$ cat config.mk
export PLATFORM = sky130hd
export DESIGN_NAME = zeroheti_obi_apb_bridge
export DESIGN_NICKNAME = d
export VERILOG_FILES = /design/src/rtl/zeroheti_pkg.sv /design/src/rtl/zeroheti_apb_decoder.sv /design/src/rtl/zeroheti_obi_apb_bridge.sv
export SDC_FILE = /design/constraint.sdc
export NUM_CORES = 1
export LEC_CHECK = 0
export ABC_CLOCK_PERIOD_IN_PS = 2900
export CELL_PAD_IN_SITES_DETAIL_PLACEMENT = 0
export CELL_PAD_IN_SITES_GLOBAL_PLACEMENT = 1
export CORE_MARGIN = 1
export CORE_UTILIZATION = 27
export DETAILED_ROUTE_END_ITERATION = 10
export GPL_TIMING_DRIVEN = 0
export PLACE_DENSITY_LB_ADDON = 0.1
export SLEW_MARGIN = 30
export SYNTH_ARGS = -nofsm -noshare
export SYNTH_HDL_FRONTEND = slang
export SYNTH_HIERARCHICAL = 1
export SYNTH_SLANG_ARGS = --single-unit
$ cat constraint.sdc
create_clock -name clk_i -period 2.9 [get_ports clk_i]
set_clock_uncertainty 0.15 [all_clocks]
set_input_delay 0.435 -clock clk_i [delete_from_list [all_inputs] [get_ports clk_i]]
set_output_delay 0.435 -clock clk_i [all_outputs]
set_load 0.01 [all_outputs]
$ cat src/rtl/zeroheti_pkg.sv
// Shared types and constants for the OBI-to-APB bridge.
package zeroheti_pkg;

  typedef enum logic [1:0] {
    ST_IDLE   = 2'd0,
    ST_SETUP  = 2'd1,
    ST_ACCESS = 2'd2,
    ST_RESP   = 2'd3
  } bridge_state_e;

  localparam int unsigned DefaultTimeoutCycles = 256;

  // Completer index width; a single completer still needs a 1-bit index.
  function automatic int unsigned idx_width(input int unsigned n);
    return (n > 1) ? $clog2(n) : 1;
  endfunction

endpackage

$ cat src/rtl/zeroheti_apb_decoder.sv
// Maps an OBI address onto one of NumSlv equally sized, contiguous APB windows.
module zeroheti_apb_decoder
  import zeroheti_pkg::*;
#(
  parameter int unsigned NumSlv      = 4,
  parameter logic [31:0] BaseAddr    = 32'h0003_0000,
  parameter int unsigned SlvAddrBits = 12,
  parameter int unsigned IdxW        = idx_width(NumSlv)
) (
  input  logic [31:0]     addr,
  output logic            hit,
  output logic [IdxW-1:0] idx
);

  logic [31:0] offset;
  logic [31:0] slot;

  // Addresses below the base wrap to huge offsets, so the explicit lower bound is needed.
  always_comb begin
    offset = addr - BaseAddr;
    slot   = offset >> SlvAddrBits;
    hit    = (addr >= BaseAddr) && (slot < 32'(NumSlv));
    idx    = slot[IdxW-1:0];
  end

endmodule

$ cat src/rtl/zeroheti_obi_apb_bridge.sv
// Single-outstanding OBI to APB4 bridge: IDLE -> SETUP -> ACCESS -> RESP, with decode-miss and timeout errors.
module zeroheti_obi_apb_bridge
  import zeroheti_pkg::*;
#(
  parameter int unsigned NumSlv        = 4,
  parameter logic [31:0] BaseAddr      = 32'h0003_0000,
  parameter int unsigned SlvAddrBits   = 12,
  parameter int unsigned TimeoutCycles = DefaultTimeoutCycles
) (
  input  logic                     clk_i,
  input  logic                     rst_i,
  // OBI request: obi_gnt_o = obi_req_i in IDLE/RESP; a transfer is accepted when req && gnt.
  input  logic                     obi_req_i,
  output logic                     obi_gnt_o,
  input  logic [31:0]              obi_addr_i,
  input  logic                     obi_we_i,
  input  logic [3:0]               obi_be_i,
  input  logic [31:0]              obi_wdata_i,
  // OBI response: obi_rvalid_o pulses for one cycle per accepted transfer, no backpressure.
  output logic                     obi_rvalid_o,
  output logic [31:0]              obi_rdata_o,
  output logic                     obi_err_o,
  output logic [31:0]              paddr_o,
  output logic                     pwrite_o,
  output logic [31:0]              pwdata_o,
  output logic [3:0]               pstrb_o,
  output logic [2:0]               pprot_o,
  output logic                     penable_o,
  output logic [NumSlv-1:0]        psel_o,
  input  logic [NumSlv-1:0][31:0]  prdata_i,
  input  logic [NumSlv-1:0]        pready_i,
  input  logic [NumSlv-1:0]        pslverr_i,
  output bridge_state_e            state_o
);

  localparam int unsigned IdxW = idx_width(NumSlv);
  localparam int unsigned CntW = $clog2(TimeoutCycles + 1);

  bridge_state_e   state;
  logic [IdxW-1:0] idx;
  logic [CntW-1:0] cnt;
  logic [CntW-1:0] cnt_next;
  logic            dec_hit;
  logic [IdxW-1:0] dec_idx;
  logic            sel_ready;
  logic            sel_err;

  zeroheti_apb_decoder #(
    .NumSlv      (NumSlv),
    .BaseAddr    (BaseAddr),
    .SlvAddrBits (SlvAddrBits),
    .IdxW        (IdxW)
  ) u_decoder (
    .addr (obi_addr_i),
    .hit  (dec_hit),
    .idx  (dec_idx)
  );

  // Only the addressed completer's response is looked at.
  always_comb begin
    obi_gnt_o = obi_req_i && ((state == ST_IDLE) || (state == ST_RESP));
    cnt_next  = cnt + CntW'(1);
    sel_ready = pready_i[idx];
    sel_err   = pslverr_i[idx];
  end

  assign pprot_o = 3'b000;
  assign state_o = state;

  always_ff @(posedge clk_i) begin
    if (rst_i) begin
      state        <= ST_IDLE;
      idx          <= '0;
      cnt          <= '0;
      obi_rvalid_o <= 1'b0;
      obi_rdata_o  <= '0;
      obi_err_o    <= 1'b0;
      paddr_o      <= '0;
      pwrite_o     <= 1'b0;
      pwdata_o     <= '0;
      pstrb_o      <= '0;
      penable_o    <= 1'b0;
      psel_o       <= '0;
    end else begin
      case (state)
        ST_IDLE, ST_RESP: begin
          obi_rvalid_o <= 1'b0;
          obi_err_o    <= 1'b0;
          obi_rdata_o  <= '0;
          state        <= ST_IDLE;
          if (obi_req_i) begin
            if (dec_hit) begin
              idx       <= dec_idx;
              cnt       <= '0;
              paddr_o   <= obi_addr_i;
              pwrite_o  <= obi_we_i;
              pwdata_o  <= obi_wdata_i;
              pstrb_o   <= obi_we_i ? obi_be_i : 4'b0000;
              psel_o    <= NumSlv'(1) << dec_idx;
              penable_o <= 1'b0;
              state     <= ST_SETUP;
            end else begin
              // Decode miss: answer immediately, never touch the APB side.
              obi_rvalid_o <= 1'b1;
              obi_err_o    <= 1'b1;
              state        <= ST_RESP;
            end
          end
        end
        ST_SETUP: begin
          penable_o <= 1'b1;
          state     <= ST_ACCESS;
        end
        ST_ACCESS: begin
          if (sel_ready) begin
            psel_o       <= '0;
            penable_o    <= 1'b0;
            obi_rvalid_o <= 1'b1;
            obi_err_o    <= sel_err;
            obi_rdata_o  <= (!pwrite_o && !sel_err) ? prdata_i[idx] : '0;
            state        <= ST_RESP;
          end else if (cnt_next == CntW'(TimeoutCycles)) begin
            psel_o       <= '0;
            penable_o    <= 1'b0;
            obi_rvalid_o <= 1'b1;
            obi_err_o    <= 1'b1;
            state        <= ST_RESP;
          end else begin
            cnt <= cnt_next;
          end
        end
        default: state <= ST_IDLE;
      endcase
    end
  end

endmodule

==> results of run 1 <==
==> registers in the layout, summed over array words and instances (netlist names) <==
name / cells
penable_o: 1
obi_rdata_o: 32
pwdata_o: 32
obi_rvalid_o: 1
idx: 2
psel_o: 4
pwrite_o: 1
paddr_o: 32
pstrb_o: 4
cnt: 9
state_o: 2
obi_err_o: 1
==> layout by cell type (no fill, tap or decap), drive strengths merged, types with 7 or more instances in the layout <==
| master | instances |
|---|---|
| a21oi | 80 |
| a22oi | 34 |
| a31oi | 11 |
| buf | 21 |
| clkbuf | 54 |
| clkdlybuf4s50 | 318 |
| clkinv | 7 |
| dfxtp | 121 |
| mux4 | 34 |
| nand2 | 162 |
| nand3 | 8 |
| nor2 | 40 |
| nor3 | 12 |
==> what timing repair did <==
| action | 4_1_cts | 5_1_grt |
|---|---|---|
| pin swaps | 0 | 1 |
| endpoints found under the setup margin | 79 | 40 |
| gates resized for setup | 5 | 12 |
| hold buffers | 0 | 0 |
| buffers inserted | 0 | 1 |
==> final cells by class <==
class                      count  share of cell area
multi-input combinational    448              0.2982
tap                          270             0.03469
clock buffer                  18             0.04406
buffer                        56             0.02659
clock inverter                14             0.01799
sequential                   121              0.2487
antenna                        1           0.0002569
inverter                       5            0.001927
timing repair buffer         319              0.3276
==> kinds of logic (layout without fill, tap and decap cells) <==
family | after synthesis | count (layout) | share of synthesized area
simple gates | 251 | 251 | 0.1938
compound gates | 151 | 151 | 0.1664
flops | 121 | 121 | 0.4347
buf+inv | 62 | 412 | 0.04917
mux | 36 | 36 | 0.1410
fa+ha+maj | 5 | 5 | 0.01123
xor+xnor | 2 | 2 | 0.003144
other cells | 1 | 4 | 0.0006729
==> power breakdown <==
group          internal [uW]  switching, uW
registers               1700           26.0
logic                    441            340
clock network           1350            812
==> per-layer routing <==
metal	wire length (um)	share of wire	track usage	vias up
met5	0	0	0	-
met4	318	0.015	0.07000	0
met3	1484	0.068	0.06426	19
met2	11430	0.52	0.3792	199
met1	8605	0.39	0.2423	2717
li1	-	-	-	2909
==> metrics by stage <==
step	std cells	setup WS, ps
4_1_cts	1250	-16.76
6_report	1252	14.69
3_5_place_dp	1219	-1029
5_1_grt	1251	-102.1
3_3_place_gp	1219	-1049
2_1_floorplan	631	220.1
==> critical path, delay by kind of cell <==
| kind | cells | cell delay (ps) |
|---|---|---|
| and+or+nand+nor | 5 | 1680 |
| AOI/OAI and AO/OA | 2 | 320 |
| buffers and inverters | 2 | 630 |
==> path summary, 6_finish.rpt <==
kind | end | cells past startpoint | startpoint | slack, ps
max reg2reg | obi_rdata_o[30]$_SDFFE_PP0P_ | 7 | idx[1]$_SDFFE_PP0P_ | 340
min reg2reg | pstrb_o[1]$_SDFFE_PP0P_ | 2 | pstrb_o[1]$_SDFFE_PP0P_ | 300
max | cnt[8]$_SDFFE_PP0P_ | 9 | obi_addr_i[29] | 10
min | pstrb_o[1]$_SDFFE_PP0P_ | 2 | pstrb_o[1]$_SDFFE_PP0P_ | 300
==> synthesized netlist by cell type, types with 2 or more instances <==
library cell,number
nand2_1,162
dfxtp_1,121
a21oi_1,79
nor2_1,40
clkbuf_1,37
a22oi_1,34
mux4_2,34
buf_2,12
a31oi_1,11
nor3_1,10
nand3_1,8
buf_4,5
ha_1,5
inv_1,5
nor2b_1,5
nor4_1,5
o21ai_0,5
a21o_1,4
nand2b_1,4
a211oi_1,2
a32oi_1,2
buf_1,2
mux2i_1,2
nor3_2,2
o211ai_1,2
o311ai_0,2
or2_2,2
or3_1,2
or4_1,2
or4b_1,2
==> flow_metrics.env, run 1 <==
export IMPL_cp_required_ps=3090
export IMPL_clockBufferDepth=2
export IMPL_routed_wl_um=21840
export IMPL_status="complete, no violations"
export IMPL_numClockSinks=121
export IMPL_whs_ps=300.1
export IMPL_place_congestion=0.8158
export IMPL_crit_slowest_cell="or4_1"
export IMPL_dpl_hpwl_um=17100
export IMPL_vias=5844
export IMPL_rsz0062_at_grt="yes"
export IMPL_drt_iter0_markers=303
export IMPL_maxCapViolCount=0
export IMPL_drc=0
export IMPL_multiInputGateArea_um2=2904
export IMPL_grt_pass1_vias=6051
export IMPL_slew_headroom=0.4364
export IMPL_die_y_um=145.7
export IMPL_leakage_uw=0.003305
export IMPL_firstDrtPassIters=4
export IMPL_synth_ff_type="dfxtp_1"
export IMPL_fmax_mhz=346.6
export IMPL_setup_tns_ps=0
export IMPL_tightestPinTransition_ps=845.5
export IMPL_ys_types=51
export IMPL_async_flop_share=0
export IMPL_rows=52
export IMPL_period_share=0.9949
export IMPL_report_final_slew_viol_count=0
export IMPL_path_clk_slew_ps=60
export IMPL_boundaryPins=322
export IMPL_cp_max_fo=9
export IMPL_crit_chain="clkdlybuf4s50_1, or4_1, nor3_4, buf_4, a21boi_2, nor2_4, nand3b_4, or4b_1, a31oi_1"
export IMPL_final_util=0.4813
export IMPL_clock_latency_ps=420
export IMPL_ant_nets=0
export IMPL_placed_cell_area_um2=9101
export IMPL_wire_per_inst_um=17.45
export IMPL_fillers=1959
export IMPL_cp_end_kind="register"
export IMPL_startpoint_type="primary input"
export IMPL_register_area_um2=2422
export IMPL_portBuffers=318
export IMPL_die_w_um=145.7
export IMPL_synth_warnings=6
export IMPL_syn_area_um2=5573
export IMPL_synth_seq_cells=121
export IMPL_syn_to_final_growth_pct=74.76
export IMPL_track_usage=0.2133
export IMPL_synth_top_area_cell="dfxtp_1"
export IMPL_stdcell_area_um2=9739
export IMPL_h_tree_depth=4
export IMPL_die_area_um2=21220
export IMPL_seq_area_frac_synth=0.4347
export IMPL_ir_drop_v=0.0003505
export IMPL_arrival_ps=3070
export IMPL_grt_overflow=0
export IMPL_numCtsBuffers=17
export IMPL_synth_edff_count=0
export IMPL_antenna_found_initial=1
export IMPL_core_um2=20230
export IMPL_cts_root_buf="clkbuf_16"
export IMPL_min_period_ps=2885
export IMPL_p_per_area_nw_per_um2=479.5
export IMPL_tritoncts="done"
export IMPL_min_path_type="reg2reg"
export IMPL_grt_pass1_wl_um=34500
export IMPL_setup_violations=0
export IMPL_synth_cells=629
export IMPL_synth_area_per_cell_um2=8.860
export IMPL_netlist_area_leader_share=0.4347
export IMPL_critPathKind="in2reg"
export IMPL_p_total_uw=4670
export IMPL_synth_area_leaders="dfxtp_1, mux4_2, nand2_1"
export IMPL_vias_per_cell=4.668
export IMPL_drive_gt1_frac=0.1040
export IMPL_fin_nets=1181
export IMPL_critPathMaxStageDelay_ps=600
export IMPL_grt_max_degree=17
export IMPL_start_util=0.2754
export IMPL_finalHoldViolCount=0
Power figures use the tool's default switching activity.
==> run 2, diff against run 1 <==
--- a/config.mk
+++ b/config.mk
@@ -12,7 +12,7 @@
 export CORE_UTILIZATION = 27
 export DETAILED_ROUTE_END_ITERATION = 10
 export GPL_TIMING_DRIVEN = 0
-export PLACE_DENSITY_LB_ADDON = 0.1
+export PLACE_DENSITY = 0.88
 export SLEW_MARGIN = 30
 export SYNTH_ARGS = -nofsm -noshare
 export SYNTH_HDL_FRONTEND = slang
==> flow_metrics.env, run 2 (synthesis results as in run 1) <==
export IMPL_rsz0062_at_grt="no"
export IMPL_drc=0
export IMPL_firstDrtPassIters=5
export IMPL_arrival_ps=2160
export IMPL_report_final_slew_viol_count=0
export IMPL_dp_cells=1219
export IMPL_grt_overflow=0
export IMPL_grt_pass1_vias=5956
export IMPL_grt_pass1_wl_um=32590
export IMPL_track_usage=0.2003
export IMPL_wire_per_inst_um=16.75
export IMPL_n_antenna_cell=0
export IMPL_h_tree_depth=4
export IMPL_drt_iter0_markers=370
export IMPL_syn_to_final_growth_pct=75.19
export IMPL_min_path_type="reg2reg"
export IMPL_startpoint_type="register"
export IMPL_critPathKind="reg2out"
export IMPL_start_util=0.2754
export IMPL_vias_per_cell=4.778
export IMPL_drive_gt1_frac=0.1067
export IMPL_routed_wl_um=21000
export IMPL_ant_nets=0
export IMPL_fin_nets=1184
export IMPL_vias=5991
export IMPL_critPathTopFamily="buffers and inverters"
export IMPL_status="complete, no violations"
export IMPL_finalNonFillerCells=1254
export IMPL_ir_drop_v=0.0003750
export IMPL_place_congestion=0.8476
export IMPL_p_per_area_nw_per_um2=480.6
export IMPL_whs_ps=301.7
export IMPL_p_total_uw=4692
export IMPL_core_um2=20230
export IMPL_path_clk_slew_ps=60
export IMPL_post_place_ws_ps=-728.2
export IMPL_reg_top3="obi_rdata_o (32), paddr_o (32), pwdata_o (32)"
export IMPL_die_area_um2=21220
export IMPL_cp_max_fo=9
export IMPL_boundaryPins=322
export IMPL_numCtsBuffers=17
export IMPL_cp_end_kind="output pin"
export IMPL_setup_violations=0
export IMPL_slew_headroom=0.4269
export IMPL_final_cell_mix="clkdlybuf4s50_1, nand2_1, dfxtp_1"
export IMPL_clockBufferDepth=2
export IMPL_numClockSinks=121
export IMPL_tritoncts="done"
export IMPL_final_util=0.4825
export IMPL_final_common_cell="clkdlybuf4s50_1"
export IMPL_rows=52
export IMPL_antenna_found_initial=0
export IMPL_fin_ws_ps=156.3
export IMPL_cts_root_buf="clkbuf_16"
export IMPL_min_period_ps=2744
export IMPL_clock_latency_ps=420
export IMPL_grt_max_degree=17
export IMPL_finalHoldViolCount=0
export IMPL_worstSetupStartpoint="state_o[0]$_SDFFE_PP0P_"
export IMPL_period_share=0.9461
export IMPL_die_w_um=145.7
export IMPL_crit_chain="inv_1, ha_1, and2_0, clkdlybuf4s50_1"
export IMPL_maxCapViolCount=0
export IMPL_hp_start="paddr_o[24]$_SDFFE_PP0P_"
export IMPL_fmax_mhz=364.5
export IMPL_critPathMaxStageDelay_ps=580
export IMPL_leakage_uw=0.003316
export IMPL_portBuffers=318
export IMPL_r2r_start="state_o[0]$_SDFFE_PP0P_"
export IMPL_dpl_hpwl_um=16280
export IMPL_cp_required_ps=2320
export IMPL_tightestPinTransition_ps=859.7
export IMPL_crit_slowest_cell="clkdlybuf4s50_1"
export IMPL_path_buf_inv=2
export IMPL_die_y_um=145.7
==> run 2: per-layer routing <==
layer / global-route usage / share of wire / vias up / wire (um)
met5: 0 / 0 / - / 0
met4: 0.06158 / 0.017 / 0 / 351
met3: 0.06834 / 0.066 / 19 / 1380
met2: 0.3390 / 0.51 / 209 / 10620
met1: 0.2382 / 0.41 / 2851 / 8643
li1: - / - / 2912 / -
==> run 2: tightest hold or removal path, cell delays in order (launching register included) <==
cell and delay [ps]:
dfxtp_1 310, nand2_1 50, a21oi_1 50
==> run 2: area by class of cell <==
cell class,count,area [um2]
buffer,56,257.7
clock buffer,20,466.7
clock inverter,12,138.9
fill,1959,10470
inverter,5,18.77
multi-input combinational,448,2908
sequential,121,2422
tap,270,337.8
timing repair buffer,322,3213
==> run 2: timing repair <==
item / in CTS / in global routing
setup endpoints to repair: 16 / 70
gates resized for setup: 4 / 9
hold buffers: 0 / 0
pin swaps: 0 / 1
setup buffers: 0 / 4
==> run 2: final timing paths <==
path	cells after the start	slack, ps	to
max	4	160	obi_gnt_o
min	2	300	paddr_o[24]$_SDFFE_PP0P_
max reg2reg	7	400	idx[1]$_SDFFE_PP0P_
min reg2reg	2	300	paddr_o[24]$_SDFFE_PP0P_
==> run 2: metrics by stage <==
step,TNS (ps),instance area (um2)
2_1_floorplan,0,5580
3_3_place_gp,-25490,9101
5_1_grt,0,9763
6_report,0,9763
3_5_place_dp,-29430,9101
4_1_cts,-26.46,9717
==> run 2: where the power goes <==
part | switching [uW] | internal, uW
registers | 25.2 | 1700
clock network | 811 | 1340
logic | 355 | 463
total | 1190 | 3500
==> run 3, diff against run 2 <==
--- a/config.mk
+++ b/config.mk
@@ -11,10 +11,11 @@
 export CORE_MARGIN = 1
 export CORE_UTILIZATION = 27
 export DETAILED_ROUTE_END_ITERATION = 10
-export GPL_TIMING_DRIVEN = 0
+export GPL_TIMING_DRIVEN = 1
 export PLACE_DENSITY = 0.88
 export SLEW_MARGIN = 30
 export SYNTH_ARGS = -nofsm -noshare
 export SYNTH_HDL_FRONTEND = slang
 export SYNTH_HIERARCHICAL = 1
 export SYNTH_SLANG_ARGS = --single-unit
+export TNS_END_PERCENT = 30
==> flow_metrics.env, run 3 (synthesis results as in run 1) <==
export IMPL_worstSetupStartpoint="state_o[0]$_SDFFE_PP0P_"
export IMPL_hp_start="rst_i"
export IMPL_critPathKind="reg2out"
export IMPL_setup_tns_ps=0
export IMPL_rsz0062_at_grt="no"
export IMPL_p_per_area_nw_per_um2=476.3
export IMPL_r2r_start="cnt[3]$_SDFFE_PP0P_"
export IMPL_cts_resized=0
export IMPL_leakage_uw=0.003257
export IMPL_fillers=1917
export IMPL_die_w_um=145.7
export IMPL_portBuffers=318
export IMPL_placed_cell_area_um2=9099
export IMPL_setup_violations=0
export IMPL_ir_drop_v=0.0003814
export IMPL_reg2reg_slack_ps=510
export IMPL_antenna_found_initial=0
export IMPL_drt_iter0_markers=355
export IMPL_whs_path_depth=2
export IMPL_period_share=0.9389
export IMPL_fmax_mhz=367.3
export IMPL_cts_root_buf="clkbuf_16"
export IMPL_fin_nets=1146
export IMPL_die_y_um=145.7
export IMPL_maxCapViolCount=0
export IMPL_report_final_slew_viol_count=0
export IMPL_track_usage=0.1844
export IMPL_startpoint_type="register"
export IMPL_tritoncts="done"
export IMPL_status="complete, no violations"
export IMPL_hold_buffers=0
export IMPL_die_area_um2=21220
export IMPL_vias=5794
export IMPL_routed_wl_um=19370
export IMPL_path_clk_slew_ps=60
export IMPL_timing_rr_end="cnt[1]$_SDFFE_PP0P_"
export IMPL_wire_per_inst_um=15.93
export IMPL_reg_top3="obi_rdata_o (32), paddr_o (32), pwdata_o (32)"
export IMPL_h_tree_depth=4
export IMPL_start_util=0.2754
export IMPL_cp_required_ps=2320
export IMPL_cts_setup_buffers=0
export IMPL_rows=52
export IMPL_finalHoldViolCount=0
export IMPL_grt_pass1_wl_um=30790
export IMPL_final_common_cell="clkdlybuf4s50_1"
export IMPL_ant_nets=0
export IMPL_numCtsBuffers=17
export IMPL_arrival_ps=2140
export IMPL_clock_latency_ps=410
export IMPL_drc=0
export IMPL_stdcell_area_um2=9689
export IMPL_firstDrtPassIters=4
export IMPL_syn_to_final_growth_pct=73.87
export IMPL_reg2regPathDepth=7
export IMPL_grt_max_degree=60
export IMPL_final_cell_mix="clkdlybuf4s50_1, nand2_1, dfxtp_1"
export IMPL_n_antenna_cell=0
export IMPL_register_area_um2=2424
export IMPL_min_to="obi_rdata_o[25]$_SDFFE_PP0P_"
export IMPL_place_congestion=0.8050
export IMPL_vias_per_cell=4.765
export IMPL_tightestPinTransition_ps=635.0
export IMPL_fin_ws_ps=177.3
export IMPL_core_um2=20230
export IMPL_min_path_type="in2reg"
export IMPL_min_period_ps=2723
export IMPL_p_total_uw=4615
export IMPL_dpl_hpwl_um=14320
export IMPL_slew_headroom=0.5767
export IMPL_grt_overflow=0
export IMPL_numClockSinks=121
export IMPL_clockBufferDepth=2
export IMPL_cp_end_kind="output pin"
export IMPL_grt_pass1_vias=5702
export IMPL_post_place_ws_ps=20.07
export IMPL_cp_max_fo=9
export IMPL_boundaryPins=322
export IMPL_drive_gt1_frac=0.1089
export IMPL_multiInputGateArea_um2=2900
==> run 3: power by group <==
| part | internal (uW) | switching, uW |
|---|---|---|
| clock | 1250 | 846 |
| sequential | 1700 | 24.5 |
| combinational | 465 | 335 |
==> run 3: how the worst max path moves through the flow <==
stage	endpoint	cells after the start
floorplan	cnt[8]$_SDFFE_PP0P_	7
finish	obi_gnt_o	4
detailed placement	cnt[8]$_SDFFE_PP0P_	9
global route	obi_gnt_o	4
global placement	cnt[8]$_SDFFE_PP0P_	10
CTS	obi_gnt_o	4
==> run 3: critical path, stage by stage (launching register included) <==
cell and delay, ps:
dfxtp_1 400, inv_1 70, ha_2 410, and2_0 270, clkdlybuf4s50_1 580
==> run 3: layer usage <==
layer  track usage  wire length (um)  up-vias
li1              -                 -     2828
met1        0.2210              7880     2741
met2        0.3072              9679      197
met3       0.06270              1376       28
met4       0.06316               431        0
met5             0                 0        -
==> run 3: cell type report <==
type | count | share of cell area
Timing Repair Buffer | 340 | 0.3530
Multi-Input combinational cell | 448 | 0.2993
Sequential cell | 121 | 0.2501
Clock buffer | 19 | 0.04675
Tap cell | 270 | 0.03487
Clock inverter | 13 | 0.01395
Inverter | 5 | 0.001937
==> run 3: stage by stage <==
step | hold slack, ps | std cells | utilization
6_report | 296.7 | 1216 | 0.4789
5_1_grt | 304.8 | 1216 | 0.4789
4_1_cts | 301.2 | 1216 | 0.4787
3_5_place_dp | 295.5 | 1184 | 0.4497
3_3_place_gp | 288.4 | 1184 | 0.4497
2_1_floorplan | 326.1 | 631 | -
